[src/rtl/dpram_fifo_ctrl.sv]
// rtl/dpram_fifo_ctrl.sv - FIFO controller driving a dual-port RAM with a 2-entry output buffer
module dpram_fifo_ctrl #(
  parameter int DATA_W = 8,
  parameter int ADDR_W = 3
) (
  input  logic              clk,
  input  logic              reset,
  input  logic              in_valid,
  input  logic [DATA_W-1:0] in_data,
  output logic              in_ready,
  output logic              out_valid,
  output logic [DATA_W-1:0] out_data,
  input  logic              out_ready,
  output logic [ADDR_W+1:0] count,
  output logic              full,
  output logic              empty,
  output logic              write_enable_A,
  output logic [7:0]        address_A,
  output logic [DATA_W-1:0] data_in_A,
  output logic              write_enable_B,
  output logic [7:0]        address_B,
  output logic [DATA_W-1:0] data_in_B,
  input  logic [DATA_W-1:0] data_out_B
);

  localparam int DEPTH = 1 << ADDR_W;

  // Pointers carry one extra bit so full and empty are distinguishable.
  logic [ADDR_W:0]   wptr;
  logic [ADDR_W:0]   rptr;
  logic [ADDR_W:0]   ram_occ;
  logic              inflight;
  logic [1:0]        buf_cnt;
  logic [DATA_W-1:0] buf0;
  logic [DATA_W-1:0] buf1;
  logic              push;
  logic              pop;
  logic              ram_empty;
  logic              rd_issue;
  logic [2:0]        pending;

  assign ram_occ   = wptr - rptr;
  assign ram_empty = (wptr == rptr);
  assign full      = !reset && (ram_occ == (ADDR_W+1)'(DEPTH));
  assign in_ready  = !full && !reset;
  assign push      = in_valid && in_ready;
  assign out_valid = !reset && (buf_cnt != 2'd0);
  assign out_data  = reset ? '0 : buf0;
  assign pop       = out_valid && out_ready;

  // A read is only issued when the buffer is guaranteed a free slot on return.
  assign pending  = {2'b00, inflight} + {1'b0, buf_cnt} - {2'b00, pop};
  assign rd_issue = !reset && !ram_empty && (pending < 3'd2);

  assign count = reset ? '0 : ({1'b0, ram_occ}
                              + {{(ADDR_W+1){1'b0}}, inflight}
                              + {{ADDR_W{1'b0}}, buf_cnt});
  assign empty = (count == '0);

  assign write_enable_A = push;
  assign address_A      = reset ? 8'd0 : {{(8-ADDR_W){1'b0}}, wptr[ADDR_W-1:0]};
  assign data_in_A      = in_data;
  assign write_enable_B = 1'b0;
  assign address_B      = reset ? 8'd0 : {{(8-ADDR_W){1'b0}}, rptr[ADDR_W-1:0]};
  assign data_in_B      = '0;

  // Pointer advance and read-in-flight tracking.
  always_ff @(posedge clk) begin
    if (reset) begin
      wptr     <= '0;
      rptr     <= '0;
      inflight <= 1'b0;
    end else begin
      if (push)     wptr <= wptr + 1'b1;
      if (rd_issue) rptr <= rptr + 1'b1;
      inflight <= rd_issue;
    end
  end

  // Output buffer: capture returning RAM data, shift on pop, buf0 is the head.
  always_ff @(posedge clk) begin
    if (reset) begin
      buf_cnt <= 2'd0;
      buf0    <= '0;
      buf1    <= '0;
    end else begin
      case ({inflight, pop})
        2'b10: begin
          if (buf_cnt == 2'd0) buf0 <= data_out_B;
          else                 buf1 <= data_out_B;
          buf_cnt <= buf_cnt + 2'd1;
        end
        2'b01: begin
          buf0    <= buf1;
          buf_cnt <= buf_cnt - 2'd1;
        end
        2'b11: begin
          if (buf_cnt == 2'd1) begin
            buf0 <= data_out_B;
          end else begin
            buf0 <= buf1;
            buf1 <= data_out_B;
          end
        end
        default: ;
      endcase
    end
  end

endmodule
[config.mk]
export PLATFORM = sky130hd
export DESIGN_NAME = dpram_fifo_ctrl
export DESIGN_NICKNAME = d
export VERILOG_FILES = /design/src/rtl/dpram_fifo_ctrl.sv
export SDC_FILE = /design/constraint.sdc
export NUM_CORES = 1
export LEC_CHECK = 0
export CAP_MARGIN = 10
export CORE_MARGIN = 8
export CORE_UTILIZATION = 41
export CTS_CLUSTER_SIZE = 16
export DETAILED_ROUTE_END_ITERATION = 7
export GPL_TIMING_DRIVEN = 0
export MAX_ROUTING_LAYER = met4
export PLACE_DENSITY = 0.8
export SLEW_MARGIN = 20
export SYNTH_ARGS = -nofsm -noshare
export SYNTH_HDL_FRONTEND = slang
export SYNTH_SLANG_ARGS = --single-unit
[constraint.sdc]
create_clock -name clk -period 6.1 [get_ports clk]
set_clock_uncertainty 0.2 [all_clocks]
set_input_delay 0.915 -clock clk [delete_from_list [all_inputs] [get_ports clk]]
set_output_delay 0.915 -clock clk [all_outputs]
set_load 0.01 [all_outputs]
Yosys cells after proc, flatten, opt, wreduce, memory -nomap -nowiden --
Cells that the tools add are included.
Operators by class: add/subtract/negate cells 9, equality and inequality tests 9, $lt $le $gt $ge 1, reduce and logical (&&, ||, !) cells 18, multiplexer cells 11
Operators with widths (number):
- 8-bit 2-to-1 mux | 5
- 8-bit case mux with 3 select lines | 1
- 8-bit case mux with 2 select lines | 1
- 4-bit by 1-bit adder with 4-bit output (second input constant) | 2
- 1-bit logical AND | 7
- 3-bit 2-to-1 mux | 2
- 2-bit != test (second input constant) | 3
- 2-bit nonzero test | 3
- 4-bit by 1-bit adder with 5-bit output | 1
- 5-bit by 2-bit adder with 5-bit output | 1
- 5-bit logical NOT | 1
- 5-bit 2-to-1 mux | 1
- 2-bit by 1-bit equality test with 1-bit output (second input constant) | 2
- 2-bit equality test (second input constant) | 2
- 4-bit equality test | 1
- 4-bit equality test (second input constant) | 1
- 2-bit case mux with 2 select lines | 1
- 4-bit subtractor | 1
- 1-bit by 2-bit adder with 3-bit output | 1
- 1-bit logical NOT | 3
- 3-bit by 2-bit < comparator with 1-bit output (second input constant) | 1
- 3-bit AND reduction | 1
- 3-bit nonzero test | 1
- 3-bit by 1-bit subtractor with 3-bit output | 1
- 4 further kinds | 4
Storage, ports and cells: bits in registers 27, output and inout port bits 51

Longest topological paths before layout --
Gate-level depths: netlist of run 1.
depth in word-level cells 6, gate-level depth with buffers 12, gate-level depth less buffers 12

Worst setup path before layout of run 1 --
Ideal clock, no wire load.
path type input port to flip-flop, from in reset, to reg rptr[3], setup time 0.071 ns, arrival time 3.169 ns, cell stages on the path 11, setup slack 2.661 ns, data required time 5.829 ns, path buffers 1, cells stage by stage clkbuf_1 > nor2_1 > nand2_1 > inv_1 > ha_1 > nand2b_1 > fa_1 > xnor2_1 > o2111ai_1 > or3_1 > a21oi_1
Between the ends: word-level cells in the longest chain between the ends 6, elaborated cells between the ends (all ways) 7, classes of those cells add/sub (1); order compare (1); reduce/logical (5)
RTL lines:
- from (decl) | RTL line 7 | input logic reset,
- 1-bit logical NOT | RTL line 47 | assign out_valid = !reset && (buf_cnt != 2'd0);
- 1-bit logical AND | RTL line 47
- named net out_valid | RTL line 11 | output logic out_valid,
- 1-bit logical AND | RTL line 49 | assign pop = out_valid && out_ready;
- 3-bit by 1-bit subtractor with 3-bit output | RTL line 52 | assign pending = {2'b00, inflight} + {1'b0, buf_cnt} - {2'b00, pop};
- 3-bit by 2-bit < comparator with 1-bit output | RTL line 53 | assign rd_issue = !reset && !ram_empty && (pending < 3'd2);
- 1-bit logical AND | RTL line 53
- to (signal assigned) | RTL line 75 | if (rd_issue) rptr <= rptr + 1'b1;
- to (decl) | RTL line 30 | logic [ADDR_W:0] rptr;
The timed path passes the listed nets, and every way through them passes these cells. A chain may end at the register's enable or synchronous reset.

Worst setup path in the final report of run 1 --
from reg rptr[0], to out empty
Between the ends: word-level cells in the longest chain between the ends 5
RTL lines:
- 4-bit subtractor | RTL line 42 | assign ram_occ = wptr - rptr;
- 4-bit by 1-bit adder with 5-bit output | RTL line 56 | + {{(ADDR_W+1){1'b0}}, inflight}
- 5-bit by 2-bit adder with 5-bit output | RTL line 57 | + {{ADDR_W{1'b0}}, buf_cnt});
- 5-bit 2-to-1 mux | RTL line 55 | assign count = reset ? '0 : ({1'b0, ram_occ}
- 5-bit logical NOT | RTL line 58 | assign empty = (count == '0);
- to (decl) | RTL line 16 | output logic empty,
Every way passes these cells.

==> results of run 1 <==
-- flip-flops by register name, indices dropped and copies added, names as in the netlist --
signal,cells
buf0,8
buf1,8
rptr,4
wptr,4
buf_cnt,2
inflight,1
-- cell usage after synthesis, drive strengths merged (2+ instances only) --
cell type,count,area share [%]
fa,4,4.3
a22oi,8,3.2
inv,17,3.4
or2,2,0.67
or3,3,1.0
a21o,2,0.80
clkbuf,6,1.2
mux2i,9,4.8
xor2,3,1.4
nand2b,2,0.67
nand2,7,1.4
a211oi,9,3.6
o211ai,2,1.1
o21ai,5,1.3
a21oi,8,2.1
dfxtp,27,29
buf,29,11
and3,3,1.0
ha,13,8.7
nor2,28,5.6
nor3,3,0.80
o311ai,2,0.94
xnor2,3,1.4
nand3,4,1.1
nor2b,12,4.0
-- through the flow --
stage          power (mW)  utilization (%)  hold WS, ns  worst slack (ns)  instances
2_1_floorplan       0.595                -        0.264              2.66        241
3_3_place_gp        0.746             55.5        0.276              1.90        336
3_5_place_dp        0.762             55.5        0.288              1.82        336
4_1_cts             0.868             56.6        0.303              1.92        340
5_1_grt             0.934             56.6        0.330              1.78        340
6_report            0.862             56.6        0.298              1.92        340
-- routing by layer --
layer / global-route usage [%] / vias to the layer above / share of wire (%)
li1: - / 844 / -
met1: 14.2 / 734 / 45
met2: 20.9 / 52 / 48
met3: 3.13 / 5 / 5.9
met4: 5.18 / 0 / 1.7
met5: - / - / 0
-- critical path, delay by kind of cell, from the launching register on --
family                     cells  cell delay [ns]
AOI/OAI and AO/OA              2             0.25
buffers and inverters          2             0.59
DFF                            1             0.48
adders and majority gates      3             1.15
and+or+nand+nor                1             0.31
-- worst max path at each step --
| stage | slack, ns | startpoint | to | cells after the start |
|---|---|---|---|---|
| floorplan | 2.66 | reset | rptr[3]$_SDFFE_PP0P_ | 11 |
| global placement | 1.90 | reset | rptr[3]$_SDFFE_PP0P_ | 12 |
| detailed placement | 1.82 | reset | rptr[3]$_SDFFE_PP0P_ | 12 |
| CTS | 1.92 | rptr[0]$_SDFFE_PP0P_ | count[3] | 8 |
| global route | 1.78 | rptr[0]$_SDFFE_PP0P_ | write_enable_A | 9 |
| finish | 1.92 | rptr[0]$_SDFFE_PP0P_ | empty | 8 |
-- final cells by class --
class / instances / area [um2]
Tap cell: 52 / 65.1
Multi-Input combinational cell: 162 / 1100
Timing Repair Buffer: 43 / 430
Fill cell: 406 / 1900
Clock buffer: 3 / 41.3
Sequential cell: 27 / 541
Clock inverter: 1 / 7.51
Inverter: 17 / 63.8
Buffer: 35 / 234
-- power breakdown --
group | total, mW | leakage, nW | switching, mW | internal (mW)
clock network | 0.105 | 0.0217 | 0.0590 | 0.0465
registers | 0.256 | 0.220 | 0.0380 | 0.218
logic | 0.500 | 0.897 | 0.249 | 0.251
-- logic make-up (layout without fill, tap and decap cells) --
| group | Yosys count | in the layout | synth area share [%] |
|---|---|---|---|
| flops | 27 | 27 | 28.9 |
| xor+xnor | 6 | 6 | 2.81 |
| other cells | 1 | 19 | 0.201 |
| fa+ha+maj | 17 | 17 | 13.0 |
| buf+inv | 52 | 99 | 15.9 |
| compound gates | 41 | 41 | 15.3 |
| mux | 10 | 10 | 5.43 |
| simple gates | 69 | 69 | 18.4 |
==> results.py, run 1 <==
metrics = {
    "status": {
        "outcome": "completed",
    },
    "cts": {
        "clkSlewWorstSetupHoldPaths_ns": 0.10,
        "post_cts_resize_count": 0,
        "clock_tree_sinks": 27,
        "tritoncts": "built",
        "clk-insertion-delay-late_ns": 0.28,
        "clockRootBuffer": "sky130_fd_sc_hd__clkbuf_8",
        "ctsLongestPathBuffers": 2,
        "setup_buffers_after_cts": 0,
        "cts_max_level": 1,
        "cts_made_buffers": 3,
        "hold_buffers": 0,
    },
    "layout": {
        "fin_area_mm2": 0.00248,
        "mostFrequentLayoutCells": "sky130_fd_sc_hd__clkdlybuf4s50_1 (43), sky130_fd_sc_hd__nor2_1 (28), sky130_fd_sc_hd__buf_4 (27), sky130_fd_sc_hd__dfxtp_1 (27), sky130_fd_sc_hd__conb_1 (19)",
        "layout-drive-gt1-share_pct": 12.5,
        "area_growth_pct": 32.8,
        "final_nets": 326,
        "antenna-diode-count": 0,
        "final_common_cell": "sky130_fd_sc_hd__clkdlybuf4s50_1",
    },
    "sta": {
        "finalSetupViolCount": 0,
        "rsz_0062_raised_after_global_routing": "false",
        "period_share_pct": 68.5,
        "final_period_minus_worst_setup_slack_ns": 4.18,
        "slew_headroom_pct": 60.4,
        "slew_viol_final": 0,
        "worst_slew_pin_slew_ns": 0.591,
        "final_hold_viol_count": 0,
        "setup-tns-final_ns": 0,
        "max_freq_ghz": 0.239,
    },
    "detailed_routing": {
        "drt-pass1-iter-count": 4,
        "vias_per_cell": 4.81,
        "via_count": 1635,
        "route.detailed.drc": 0,
        "first_iter_violations": 116,
        "post_drt_wl_per_cell_um": 13.0,
        "routed_wl_um": 4420,
        "postRouteAntennaNets": 0,
    },
    "min_path": {
        "hold_path.class": "flop to flop",
        "min_path_cells": 2,
        "worstHoldEndpoint": "buf0[7]$_SDFFE_PP0P_",
        "min_from": "buf0[7]$_SDFFE_PP0P_",
    },
    "placed_design": {
        "buffer_ports.inserted": 43,
        "dpl-instance-area_mm2": 0.00243,
        "finalWeightedCongestion": 0.828,
        "dp_hpwl_um": 3590,
    },
    "worst_setup_path": {
        "worst_r2r_endpoint": "rptr[3]$_SDFFE_PP0P_",
        "rrSetupSlack_ns": 2.74,
        "crit_fanout": 5,
        "r2r-start": "buf_cnt[1]$_SDFFE_PP0P_",
        "critPathMaxStageDelay_ns": 0.53,
        "worst_ep_required_time_ns": 4.98,
        "crit_arrival_ns": 3.06,
        "reg2regPathDepth": 12,
        "startpoint_type": "flop",
        "timing.critical_path.slowest_stage_cell": "sky130_fd_sc_hd__clkdlybuf4s50_1",
        "timing_worst_setup_path_type": "flop to primary output",
        "worstPathCellList": "ha_1, inv_1, fa_1, fa_1, or2_2, o21ai_0, a31o_2, clkdlybuf4s50_1",
        "timing.critical_path.mode_cell": "sky130_fd_sc_hd__fa_1",
        "setup.worst_path.end_class": "primary output",
    },
    "synthesis": {
        "synthCells": 223,
        "number_of_enable_type_register_cells_in_the_synthesized_netlist": 0,
        "mappedNetlistArea_mm2": 0.00187,
        "postSynth.asyncResetShare_pct": 0,
        "avgSynthCellArea_um2": 8.38,
        "synth-warning-count": 0,
        "synth_ff_type": "sky130_fd_sc_hd__dfxtp_1",
        "post_synthesis_sequential_element_count": 27,
        "synthDistinctLibCells": 41,
        "sequential_to_total_area_share_from_yosys_stat_pct": 28.9,
    },
    "die": {
        "die_w_um": 83.5,
        "num_io_pins": 71,
        "num_rows": 24,
        "start_util_pct": 42.6,
        "die_area_mm2": 0.00697,
        "chipHeight_um": 83.5,
        "design.core.area_mm2": 0.00438,
    },
    "grt": {
        "grt_start_max_net_pins": 17,
        "grt.overflow.total": 0,
        "grt_antenna_before_repair": 0,
        "globalRouteTotalUtil_pct": 12.6,
        "first_global_vias": 1591,
        "grt_pass1_wl_um": 7310,
    },
    "power": {
        "ir_drop_mv": 0.128,
        "p_per_area_mw_per_mm2": 348,
        "power.static_leakage_nw": 1.14,
    },
    "flow_run": {
        "maxCapViolCount": 0,
    },
}
Power figures use the tool's default switching activity.
==> inputs of run 2 (changes only) <==
- CORE_UTILIZATION: 41 -> 40
- PLACE_DENSITY: 0.8 -> 0.82
- clock period: 6.1 -> 3.43 ns (I/O delays scaled with it)
==> results.py, run 2 (same netlist as run 1, synthesis figures left out) <==
metrics = {
    "power": {
        "ir_drop_mv": 0.200,
        "clock_power_share_pct": 12.8,
        "power.internal_mw": 0.910,
        "power.switching_fraction_pct": 42.0,
        "p_per_area_mw_per_mm2": 628,
        "seq_power_share_pct": 29.3,
        "pwr-share-comb_pct": 57.8,
        "power.static_leakage_nw": 1.19,
        "overall_power_mw": 1.57,
        "net_load_switching_power_mw": 0.660,
    },
    "detailed_routing": {
        "drt-pass1-iter-count": 4,
        "postRouteAntennaNets": 0,
        "via_count": 1644,
        "routed_wl_um": 4540,
        "vias_per_cell": 4.82,
        "post_drt_wl_per_cell_um": 13.3,
        "route.detailed.drc": 0,
        "first_iter_violations": 102,
    },
    "layout": {
        "antenna-diode-count": 0,
        "multi_input_area_mm2": 0.00112,
        "reg_top3": "buf0 (8), buf1 (8)",
        "layout-drive-gt1-share_pct": 16.4,
        "final_nets": 325,
        "final_common_cell": "sky130_fd_sc_hd__clkdlybuf4s50_1",
        "mostFrequentLayoutCells": "sky130_fd_sc_hd__clkdlybuf4s50_1 (34), sky130_fd_sc_hd__nor2_1 (28), sky130_fd_sc_hd__buf_4 (27), sky130_fd_sc_hd__dfxtp_1 (23), sky130_fd_sc_hd__conb_1 (19)",
        "num-fill-cells": 439,
        "area_growth_pct": 33.8,
        "seqCellArea_um2": 546,
        "post_layout_nonfiller_instances": 341,
    },
    "die": {
        "num_io_pins": 71,
        "num_rows": 25,
        "die_area_mm2": 0.00711,
        "die_w_um": 84.3,
        "chipHeight_um": 84.3,
        "start_util_pct": 40.6,
        "design.core.area_mm2": 0.00460,
    },
    "grt": {
        "grt_start_max_net_pins": 17,
        "use_met2_pct": 21.4,
        "first_global_vias": 1633,
        "use_met3_pct": 2.71,
        "grt_pass1_wl_um": 7450,
        "globalRouteTotalUtil_pct": 12.5,
        "met1_resource_use_gr_pct": 13.6,
        "grt.overflow.total": 0,
        "grt_antenna_before_repair": 0,
        "grt.busiest_layer": "met2",
    },
    "sta": {
        "worst_slew_pin_slew_ns": 0.636,
        "slew_viol_final": 0,
        "hold-worst-slack_ns": 0.303,
        "finalSetupViolCount": 0,
        "final_period_minus_worst_setup_slack_ns": 3.32,
        "period_share_pct": 96.8,
        "final_hold_viol_count": 0,
        "rsz_0062_raised_after_global_routing": "false",
        "max_freq_ghz": 0.301,
        "slew_headroom_pct": 57.6,
    },
    "worst_setup_path": {
        "crit_arrival_ns": 2.61,
        "worst_ep_required_time_ns": 2.72,
        "startpoint_type": "flop",
        "setup.worst_path.end_class": "primary output",
        "crit_fanout": 4,
        "timing_worst_setup_path_type": "flop to primary output",
    },
    "cts": {
        "clkSlewWorstSetupHoldPaths_ns": 0.11,
        "clockRootBuffer": "sky130_fd_sc_hd__clkbuf_8",
        "ctsLongestPathBuffers": 2,
        "clock_tree_sinks": 27,
        "cts_made_buffers": 3,
        "tritoncts": "built",
        "clk-insertion-delay-late_ns": 0.29,
        "cts_max_level": 1,
    },
    "min_path": {
        "hold_path.class": "flop to flop",
    },
    "placed_design": {
        "dpl.cell_count": 338,
        "dp_hpwl_um": 3640,
        "buffer_ports.inserted": 43,
        "finalWeightedCongestion": 0.888,
    },
    "status": {
        "outcome": "completed",
    },
    "flow_run": {
        "maxCapViolCount": 0,
    },
}
-- run 2: changes by cell type in the layout (fill, tap and decap cells not counted), moves of 4 or more --
cell                              change
sky130_fd_sc_hd__clkdlybuf4s50_1      -9
sky130_fd_sc_hd__dfxtp_1              -4
sky130_fd_sc_hd__dfxtp_2              +4
sky130_fd_sc_hd__dlygate4sd2_1        +5
-- run 2: path summary, 6_finish.rpt --
path	startpoint	endpoint	slack [ns]	cells past startpoint
min	buf0[3]$_SDFFE_PP0P_	buf0[3]$_SDFFE_PP0P_	0.30	2
min reg2reg	buf0[3]$_SDFFE_PP0P_	buf0[3]$_SDFFE_PP0P_	0.30	2
max reg2reg	buf_cnt[1]$_SDFFE_PP0P_	rptr[3]$_SDFFE_PP0P_	0.21	12
max	wptr[0]$_SDFFE_PP0P_	count[2]	0.11	8
-- run 2: area by class of cell --
type / count / area share [%]
Clock inverter: 1 / 0.300
Buffer: 34 / 9.21
Sequential cell: 27 / 21.8
Clock buffer: 3 / 1.65
Tap cell: 54 / 2.70
Multi-Input combinational cell: 162 / 45.0
Inverter: 17 / 2.55
Timing Repair Buffer: 43 / 16.8
-- run 2: critical path, stage by stage, from the launching register on --
cell and delay [ns]:
sky130_fd_sc_hd__dfxtp_2 0.37, sky130_fd_sc_hd__inv_1 0.06, sky130_fd_sc_hd__ha_1 0.29, sky130_fd_sc_hd__inv_1 0.07, sky130_fd_sc_hd__fa_1 0.41, sky130_fd_sc_hd__fa_2 0.35, sky130_fd_sc_hd__or2_2 0.31, sky130_fd_sc_hd__and3_1 0.18
sky130_fd_sc_hd__dlygate4sd2_1 0.28
-- run 2: power by group through the flow --
stage	combinational [mW]	sequential (mW)	clock, mW
3_3_place_gp	0.868	0.458	0
5_1_grt	1.02	0.472	0.216
6_report	0.908	0.461	0.202
3_5_place_dp	0.898	0.464	0
4_1_cts	0.899	0.458	0.199
2_1_floorplan	0.614	0.445	0
-- run 2: repair_timing --
item / CTS / global route
resized for setup: 12 / 11
hold buffers: 0 / 0
setup buffers: 0 / 0
gates cloned: 0 / 0
endpoints found under the setup margin: 10 / 9
-- run 2: per-layer routing --
metal  up-vias  share of wire (%)
met3         5                5.7
met1       746                 44
met4         0                1.7
li1        848                  -
met5         -                  0
met2        45                 49
-- run 2: through the flow --
| step | setup TNS, ns | cell area (um2) | util, % | worst slack, ns |
|---|---|---|---|---|
| global placement | -0.880 | 2430 | 52.9 | -0.340 |
| detailed placement | -1.49 | 2430 | 52.9 | -0.484 |
| global route | 0 | 2500 | 54.3 | 0.0118 |
| CTS | -0.0206 | 2490 | 54.1 | -0.0206 |
| finish | 0 | 2500 | 54.3 | 0.108 |
| floorplan | 0 | 1940 | - | 0.326 |
==> inputs of run 3 (changes only) <==
- SLEW_MARGIN: 20 -> 10
==> results of run 3 <==
No change in the layout: final DEF, timing and power equal those of run 2.
